File: src/rtl/cpu_multiciclo.sv
// Multi-cycle accumulator-free RISC core: FSM-sequenced datapath with an
// internal PC, register bank and ALU. Instruction and data memories are
// external synchronous ports (data valid the cycle after the address).
// The switch input and the display output use valid/ready handshakes.
module cpu_multiciclo #(
    parameter int DATA_W    = 32,
    parameter int ADDR_W    = 10,
    parameter int REG_COUNT = 32
) (
    input  logic              clock,
    input  logic              reset,
    output logic [ADDR_W-1:0] imem_addr,
    input  logic [31:0]       imem_data,
    output logic [ADDR_W-1:0] dmem_addr,
    output logic [DATA_W-1:0] dmem_wdata,
    output logic              dmem_we,
    input  logic [DATA_W-1:0] dmem_rdata,
    input  logic [DATA_W-1:0] in_data,
    input  logic              in_valid,
    output logic              in_ready,
    output logic [DATA_W-1:0] out_data,
    output logic [1:0]        out_sel,
    output logic              out_valid,
    output logic              halted
);

    localparam logic [4:0] OP_ADD  = 5'd1;
    localparam logic [4:0] OP_SUB  = 5'd2;
    localparam logic [4:0] OP_AND  = 5'd3;
    localparam logic [4:0] OP_OR   = 5'd4;
    localparam logic [4:0] OP_SLT  = 5'd5;
    localparam logic [4:0] OP_ADDI = 5'd6;
    localparam logic [4:0] OP_LI   = 5'd7;
    localparam logic [4:0] OP_LW   = 5'd8;
    localparam logic [4:0] OP_SW   = 5'd9;
    localparam logic [4:0] OP_BEQ  = 5'd10;
    localparam logic [4:0] OP_JMP  = 5'd11;
    localparam logic [4:0] OP_JR   = 5'd12;
    localparam logic [4:0] OP_IN   = 5'd13;
    localparam logic [4:0] OP_OUT  = 5'd14;
    localparam logic [4:0] OP_HALT = 5'd15;

    typedef enum logic [2:0] {
        S_FETCH,
        S_DECODE,
        S_EXEC,
        S_MEM,
        S_WB,
        S_WAIT_IN,
        S_HALT
    } state_t;

    state_t            state_q, state_d;
    logic [ADDR_W-1:0] pc_q, pc_d;
    logic [31:0]       ir_q, ir_d;
    logic [DATA_W-1:0] rs1_q, rs1_d;
    logic [DATA_W-1:0] rs2_q, rs2_d;
    logic [DATA_W-1:0] rd_val_q, rd_val_d;
    logic [DATA_W-1:0] res_q, res_d;
    logic [DATA_W-1:0] out_data_q, out_data_d;
    logic [1:0]        out_sel_q, out_sel_d;
    logic              out_valid_q, out_valid_d;

    // Register bank read view and write port
    logic [DATA_W-1:0] reg_rd [32];
    logic              wr_en;
    logic [4:0]        wr_idx;
    logic [DATA_W-1:0] wr_data;

    logic [4:0]        op;
    logic [DATA_W-1:0] sext;
    logic [ADDR_W-1:0] pc_inc;
    logic [ADDR_W-1:0] jmp_tgt;

    assign op      = ir_q[31:27];
    assign sext    = DATA_W'($signed(ir_q[15:0]));
    assign pc_inc  = pc_q + ADDR_W'(1);
    // 10-bit absolute target, zero-extended or truncated to the PC width
    assign jmp_tgt = ADDR_W'(ir_q[9:0]);

    // r0 and indices beyond the bank read as zero and have no storage;
    // every other register is written only from the single write port.
    for (genvar gi = 0; gi < 32; gi++) begin : g_reg
        if (gi == 0 || gi >= REG_COUNT) begin : g_zero
            assign reg_rd[gi] = '0;
        end else begin : g_live
            logic [DATA_W-1:0] r_q;
            // Register storage, cleared by reset
            always_ff @(posedge clock or posedge reset) begin
                if (reset) begin
                    r_q <= '0;
                end else if (wr_en && (wr_idx == 5'(gi))) begin
                    r_q <= wr_data;
                end
            end
            assign reg_rd[gi] = r_q;
        end
    end

    // Next-state, datapath and strobe decode for the instruction sequencer
    always_comb begin
        state_d     = state_q;
        pc_d        = pc_q;
        ir_d        = ir_q;
        rs1_d       = rs1_q;
        rs2_d       = rs2_q;
        rd_val_d    = rd_val_q;
        res_d       = res_q;
        out_data_d  = out_data_q;
        out_sel_d   = out_sel_q;
        out_valid_d = 1'b0;
        wr_en       = 1'b0;
        wr_idx      = ir_q[26:22];
        wr_data     = res_q;
        dmem_we     = 1'b0;

        case (state_q)
            S_FETCH: begin
                state_d = S_DECODE;
            end
            S_DECODE: begin
                ir_d     = imem_data;
                rs1_d    = reg_rd[imem_data[21:17]];
                rs2_d    = reg_rd[imem_data[16:12]];
                rd_val_d = reg_rd[imem_data[26:22]];
                // IN skips EXEC so an already-valid input completes in 3 cycles
                state_d  = (imem_data[31:27] == OP_IN) ? S_WAIT_IN : S_EXEC;
            end
            S_EXEC: begin
                case (op)
                    OP_ADD: begin
                        res_d   = rs1_q + rs2_q;
                        state_d = S_WB;
                    end
                    OP_SUB: begin
                        res_d   = rs1_q - rs2_q;
                        state_d = S_WB;
                    end
                    OP_AND: begin
                        res_d   = rs1_q & rs2_q;
                        state_d = S_WB;
                    end
                    OP_OR: begin
                        res_d   = rs1_q | rs2_q;
                        state_d = S_WB;
                    end
                    OP_SLT: begin
                        res_d   = ($signed(rs1_q) < $signed(rs2_q)) ? DATA_W'(1) : '0;
                        state_d = S_WB;
                    end
                    OP_ADDI: begin
                        res_d   = rs1_q + sext;
                        state_d = S_WB;
                    end
                    OP_LI: begin
                        res_d   = sext;
                        state_d = S_WB;
                    end
                    OP_LW: begin
                        state_d = S_MEM;
                    end
                    OP_SW: begin
                        dmem_we = 1'b1;
                        pc_d    = pc_inc;
                        state_d = S_FETCH;
                    end
                    OP_BEQ: begin
                        pc_d    = (rd_val_q == rs1_q) ? jmp_tgt : pc_inc;
                        state_d = S_FETCH;
                    end
                    OP_JMP: begin
                        pc_d    = jmp_tgt;
                        state_d = S_FETCH;
                    end
                    OP_JR: begin
                        pc_d    = rs1_q[ADDR_W-1:0];
                        state_d = S_FETCH;
                    end
                    OP_OUT: begin
                        out_data_d  = rd_val_q;
                        out_sel_d   = ir_q[21:20];
                        out_valid_d = 1'b1;
                        pc_d        = pc_inc;
                        state_d     = S_FETCH;
                    end
                    OP_HALT: begin
                        state_d = S_HALT;
                    end
                    default: begin
                        pc_d    = pc_inc;
                        state_d = S_FETCH;
                    end
                endcase
            end
            S_MEM: begin
                // Load data arrives one cycle after the address; capture it here
                res_d   = dmem_rdata;
                state_d = S_WB;
            end
            S_WB: begin
                wr_en   = 1'b1;
                pc_d    = pc_inc;
                state_d = S_FETCH;
            end
            S_WAIT_IN: begin
                if (in_valid) begin
                    wr_en   = 1'b1;
                    wr_data = in_data;
                    pc_d    = pc_inc;
                    state_d = S_FETCH;
                end
            end
            S_HALT: begin
                state_d = S_HALT;
            end
            default: begin
                state_d = S_FETCH;
            end
        endcase
    end

    // Sequencer and datapath registers; reset aborts any in-flight instruction
    always_ff @(posedge clock or posedge reset) begin
        if (reset) begin
            state_q     <= S_FETCH;
            pc_q        <= '0;
            ir_q        <= '0;
            rs1_q       <= '0;
            rs2_q       <= '0;
            rd_val_q    <= '0;
            res_q       <= '0;
            out_data_q  <= '0;
            out_sel_q   <= '0;
            out_valid_q <= 1'b0;
        end else begin
            state_q     <= state_d;
            pc_q        <= pc_d;
            ir_q        <= ir_d;
            rs1_q       <= rs1_d;
            rs2_q       <= rs2_d;
            rd_val_q    <= rd_val_d;
            res_q       <= res_d;
            out_data_q  <= out_data_d;
            out_sel_q   <= out_sel_d;
            out_valid_q <= out_valid_d;
        end
    end

    assign imem_addr  = pc_q;
    assign dmem_addr  = rs1_q[ADDR_W-1:0] + sext[ADDR_W-1:0];
    assign dmem_wdata = rd_val_q;
    assign in_ready   = (state_q == S_WAIT_IN);
    assign halted     = (state_q == S_HALT);
    assign out_data   = out_data_q;
    assign out_sel    = out_sel_q;
    assign out_valid  = out_valid_q;

endmodule

File: config.mk
export PLATFORM = sky130hd
export DESIGN_NAME = cpu_multiciclo
export DESIGN_NICKNAME = d
export VERILOG_FILES = /design/src/rtl/cpu_multiciclo.sv
export SDC_FILE = /design/constraint.sdc
export NUM_CORES = 2
export LEC_CHECK = 0
export CAP_MARGIN = 5
export CORE_MARGIN = 2
export CORE_UTILIZATION = 35
export DETAILED_ROUTE_END_ITERATION = 12
export PLACE_DENSITY = 0.57
export REMOVE_ABC_BUFFERS = 1
export SYNTH_ARGS = -nofsm -noshare
export SYNTH_HDL_FRONTEND = slang
export SYNTH_SLANG_ARGS = --single-unit
File: constraint.sdc
create_clock -name clock -period 81.1 [get_ports clock]
set_input_delay 16.22 -clock clock [delete_from_list [all_inputs] [get_ports clock]]
set_output_delay 16.22 -clock clock [all_outputs]
set_load 0.005 [all_outputs]
==> summary.txt <==
FLOW RUN
--------------------------------------------------------------------------------------
Maximum Capacitance Violations ..........................................            0

WORST HOLD PATH
--------------------------------------------------------------------------------------
Class of the worst hold path ............................................   reg -> reg
Cell count of the worst hold path .......................................            2

CTS
--------------------------------------------------------------------------------------
Total clock sinks .......................................................         1196
Maximum clock path buffer count .........................................            3
Hold-fix buffers at CTS .................................................            0
Resize count post-CTS ...................................................            0
Count of H-tree levels built during CTS .................................            4
Total setup buffers inserted after CTS ..................................            0
Clock latency of the later-clocked register in the worst-skew pair ......      0.82 ns
Clock root cell ......................................................... sky130_fd_sc_hd__clkbuf_16
Num CTS Buffers .........................................................          138
Clock-pin slew on the worst setup and hold paths ........................      0.06 ns
TritonCTS clock tree ....................................................        built

FINAL LAYOUT
--------------------------------------------------------------------------------------
Finished Core Util ......................................................        39.7%
Footprint of the multi-input gates ......................................    40500 µm²
Area occupied by registers ..............................................    29900 µm²
Share of final-layout standard cells stronger than drive strength 1 .....        23.4%
Number of nets in the final layout ......................................         6505
Count of filler cells inserted in the layout ............................        19664
Most frequent cells in the layout ....................................... sky130_fd_sc_hd__dfrtp_1, sky130_fd_sc_hd__mux4_2, sky130_fd_sc_hd__nand2_1
Area delta synth->final .................................................        12.8%
Most common cell after layout, fill and taps aside ...................... sky130_fd_sc_hd__dfrtp_1

WORST SETUP PATH
--------------------------------------------------------------------------------------
Reg2reg end .............................................................    res_q[16]
Worst r2r src ...........................................................     ir_q[30]
Worst-case reg-to-reg path depth ........................................           16
Minimum setup slack among reg-to-reg paths ..............................     75.79 ns
Critical path startpoint category .......................................     register
Required time at the endpoint of the critical path ......................     64.88 ns
Maximum net fanout on the critical path .................................            9
Worst setup path endpoint ............................................... dmem_addr[9]
Timing startpoint of the critical path ..................................     rs1_q[1]
Type of the setup path with the least slack .............................   reg -> out
Critical Path End Type ..................................................  output port
Arr. time, crit path ....................................................      4.04 ns

STA
--------------------------------------------------------------------------------------
Worst clock skew ........................................................    0.0394 ns
Final worst path period share ...........................................        25.0%
Final count of negative-setup-slack endpoints ...........................            0
Final hold violations ...................................................            0
Slew margin rel. ........................................................        12.1%
Post-layout min period ..................................................     20.26 ns
Transition time at the pin with the least slew margin ...................      1.32 ns
Total negative slack for setup checks ...................................         0 ns
Unrepaired setup endpoints after global routing .........................        false
Slew Limit Fails ........................................................            0
Max Clk Rate ............................................................     49.4 MHz

LOGIC SYNTHESIS
--------------------------------------------------------------------------------------
Share of flip-flops with an asynchronous set or reset ...................         100%
Number of register bits inferred by synthesis ...........................         1196
Post-synthesis sequential area ratio ....................................        41.1%
Synth Cell Area .........................................................    72800 µm²
Cell type with the highest aggregate area in the netlist ................ sky130_fd_sc_hd__dfrtp_1
Top_reg_cell synth ...................................................... sky130_fd_sc_hd__dfrtp_1
Instance count of the mapped netlist ....................................         6403
Number of enable-type register cells in the synthesized netlist .........            0
Syn Area/Cell ...........................................................     11.4 µm²
Largest cells by area after synthesis ................................... sky130_fd_sc_hd__dfrtp_1, sky130_fd_sc_hd__mux4_2, sky130_fd_sc_hd__a21oi_1, sky130_fd_sc_hd__nand2_1, sky130_fd_sc_hd__o21ai_0
Share of the synthesized area in the top cell type ......................        41.1%
Number of unique standard cell types used by synthesis ..................           78
Number of synthesis warnings ............................................            0

DRT
--------------------------------------------------------------------------------------
Routed length per placed instance .......................................      29.7 µm
Number of DRC violations after detailed routing .........................            0
Router iterations before antenna repair .................................            6
Via-to-Cell Ratio .......................................................         6.13
Number of DRC markers after the initial detailed-route iteration ........         6339
Total Wirelength ........................................................    269000 µm
Number of nets with antenna violations after detailed routing ...........            0
Via count ...............................................................        55616

FLOORPLANNING
--------------------------------------------------------------------------------------
Initial cell density of the core ........................................        35.2%
Number of rows created at floorplan .....................................          167
Total Die Area ..........................................................   212000 µm²
Floorplan die width .....................................................       460 µm
Core box area ...........................................................   207000 µm²
Floorplan die height ....................................................       460 µm
Number of ports placed on the die boundary ..............................          189

POWER
--------------------------------------------------------------------------------------
Power Dens Cells ........................................................  36.5 nW/µm²
Max VDD drop ............................................................    0.0258 mV
Cell leakage power ......................................................    0.0340 µW

PLACEMENT
--------------------------------------------------------------------------------------
Weighted congestion reported at the end of routability-driven placement .        0.947
Total of buffers placed on input and output ports .......................          188
Half-perimeter wire length after placement ..............................    166000 µm

GLOBAL ROUTE
--------------------------------------------------------------------------------------
Number of antenna violations at the first check in global routing .......            8
Sum of overflow across all layers after global routing ..................            0
Via count of the first global-routing pass ..............................        55491
Global-route wire length before repair ..................................    392000 µm
Total global routing track utilization ..................................        25.5%
Largest net degree at the start of global routing .......................          168

STATUS
--------------------------------------------------------------------------------------
Result of the run ....................................................... complete, no violations

how the worst min path moves through the flow:
stage	end	from	slack (ns)
after floorplan	out_sel[0]	ir_q[20]	0.44
after global placement	out_data[21]	out_data[21]	0.45
after detailed placement	out_data[0]	out_data[0]	0.46
after CTS	out_data[0]	out_data[0]	0.47
after global routing	out_sel[0]	ir_q[20]	0.50
final	out_data[0]	out_data[0]	0.46
cell type report:
| type | instances | area share [%] |
|---|---|---|
| diodes | 4 | 0.0122 |
| multi-input cells | 4491 | 49.4 |
| well taps | 2704 | 4.12 |
| flip-flops and latches | 1196 | 36.5 |
| clock inverters | 45 | 0.775 |
| clock buffers | 201 | 4.96 |
| inverters | 103 | 0.480 |
| repair buffers | 336 | 3.78 |
sequential cells by signal, summed over array words and instances, names as in the netlist, 3 cells and up:
name,cells
g.g_live.r_q,992
dmem_wdata,32
out_data,32
res_q,32
rs1_q,32
rs2_q,32
ir_q,28
imem_addr,10
state_q,3
metal layers:
metal  global-route usage, %  share of wire (%)
met2                    39.3                 45
met5                       0              0.029
met4                    11.7                5.2
met1                    34.1                 39
met3                    5.99                 10
through the flow:
step | worst slack [ns] | hold WS (ns) | std cells | total power [µW] | area [µm²]
detailed placement | 60.06 | 0.457 | 8830 | 2320 | 77300
floorplan | 31.19 | 0.440 | 5790 | 1870 | 70400
global route | 60.40 | 0.499 | 9077 | 3160 | 82100
finish | 60.84 | 0.465 | 9080 | 2990 | 82100
CTS | 60.79 | 0.470 | 9076 | 2990 | 82100
global placement | 60.12 | 0.450 | 8830 | 2280 | 77300
critical path, cell delays in order, from the launching register on:
cell and delay [ns]:
sky130_fd_sc_hd__dfrtp_1 0.70, sky130_fd_sc_hd__ha_1 0.34, sky130_fd_sc_hd__a21o_1 0.17, sky130_fd_sc_hd__a21oi_1 0.21, sky130_fd_sc_hd__o21ai_0 0.16, sky130_fd_sc_hd__a21oi_1 0.28, sky130_fd_sc_hd__nor2b_1 0.08, sky130_fd_sc_hd__o21a_1 0.18
sky130_fd_sc_hd__o21ai_0 0.16, sky130_fd_sc_hd__nand2b_1 0.08, sky130_fd_sc_hd__a21oi_1 0.17, sky130_fd_sc_hd__xnor2_1 0.15, sky130_fd_sc_hd__clkdlybuf4s50_1 0.53
synthesized netlist by cell type, types with 13 or more instances:
cell	instances
sky130_fd_sc_hd__a21o_1	44
sky130_fd_sc_hd__nand2b_1	22
sky130_fd_sc_hd__dfrtp_1	1196
sky130_fd_sc_hd__a21oi_1	609
sky130_fd_sc_hd__clkbuf_1	490
sky130_fd_sc_hd__mux4_2	864
sky130_fd_sc_hd__xnor2_1	77
sky130_fd_sc_hd__o21ai_1	142
sky130_fd_sc_hd__ha_1	137
sky130_fd_sc_hd__nand3_1	23
sky130_fd_sc_hd__mux2i_1	131
sky130_fd_sc_hd__o21bai_1	14
sky130_fd_sc_hd__buf_1	79
sky130_fd_sc_hd__nor2b_1	21
sky130_fd_sc_hd__nand2_1	753
sky130_fd_sc_hd__mux2_2	138
sky130_fd_sc_hd__nor3_1	28
sky130_fd_sc_hd__nor2_1	622
sky130_fd_sc_hd__a211oi_1	14
sky130_fd_sc_hd__xor2_1	19
sky130_fd_sc_hd__nand4_1	16
sky130_fd_sc_hd__buf_2	43
sky130_fd_sc_hd__a22o_1	104
sky130_fd_sc_hd__o21ai_0	507
sky130_fd_sc_hd__a22oi_1	27
sky130_fd_sc_hd__nor4_1	13
sky130_fd_sc_hd__o211ai_1	20
sky130_fd_sc_hd__inv_1	100
report_power, final:
group          internal (µW)  switching [µW]
Sequential               838             276
Clock                    385             273
Combinational            604             617
Total                   1830            1170
cell families after synthesis:
logic type	after synthesis	share of synthesized area, %
DFF	1196	41.1
muxes	1133	30.7
adders and majority gates	140	2.44
xor gates and xnor gates	96	1.16
and+or+nand+nor	1554	8.66
AOI/OAI and AO/OA	1568	12.1
buffers and inverters	716	3.77
(Power assumes the default switching activity.)
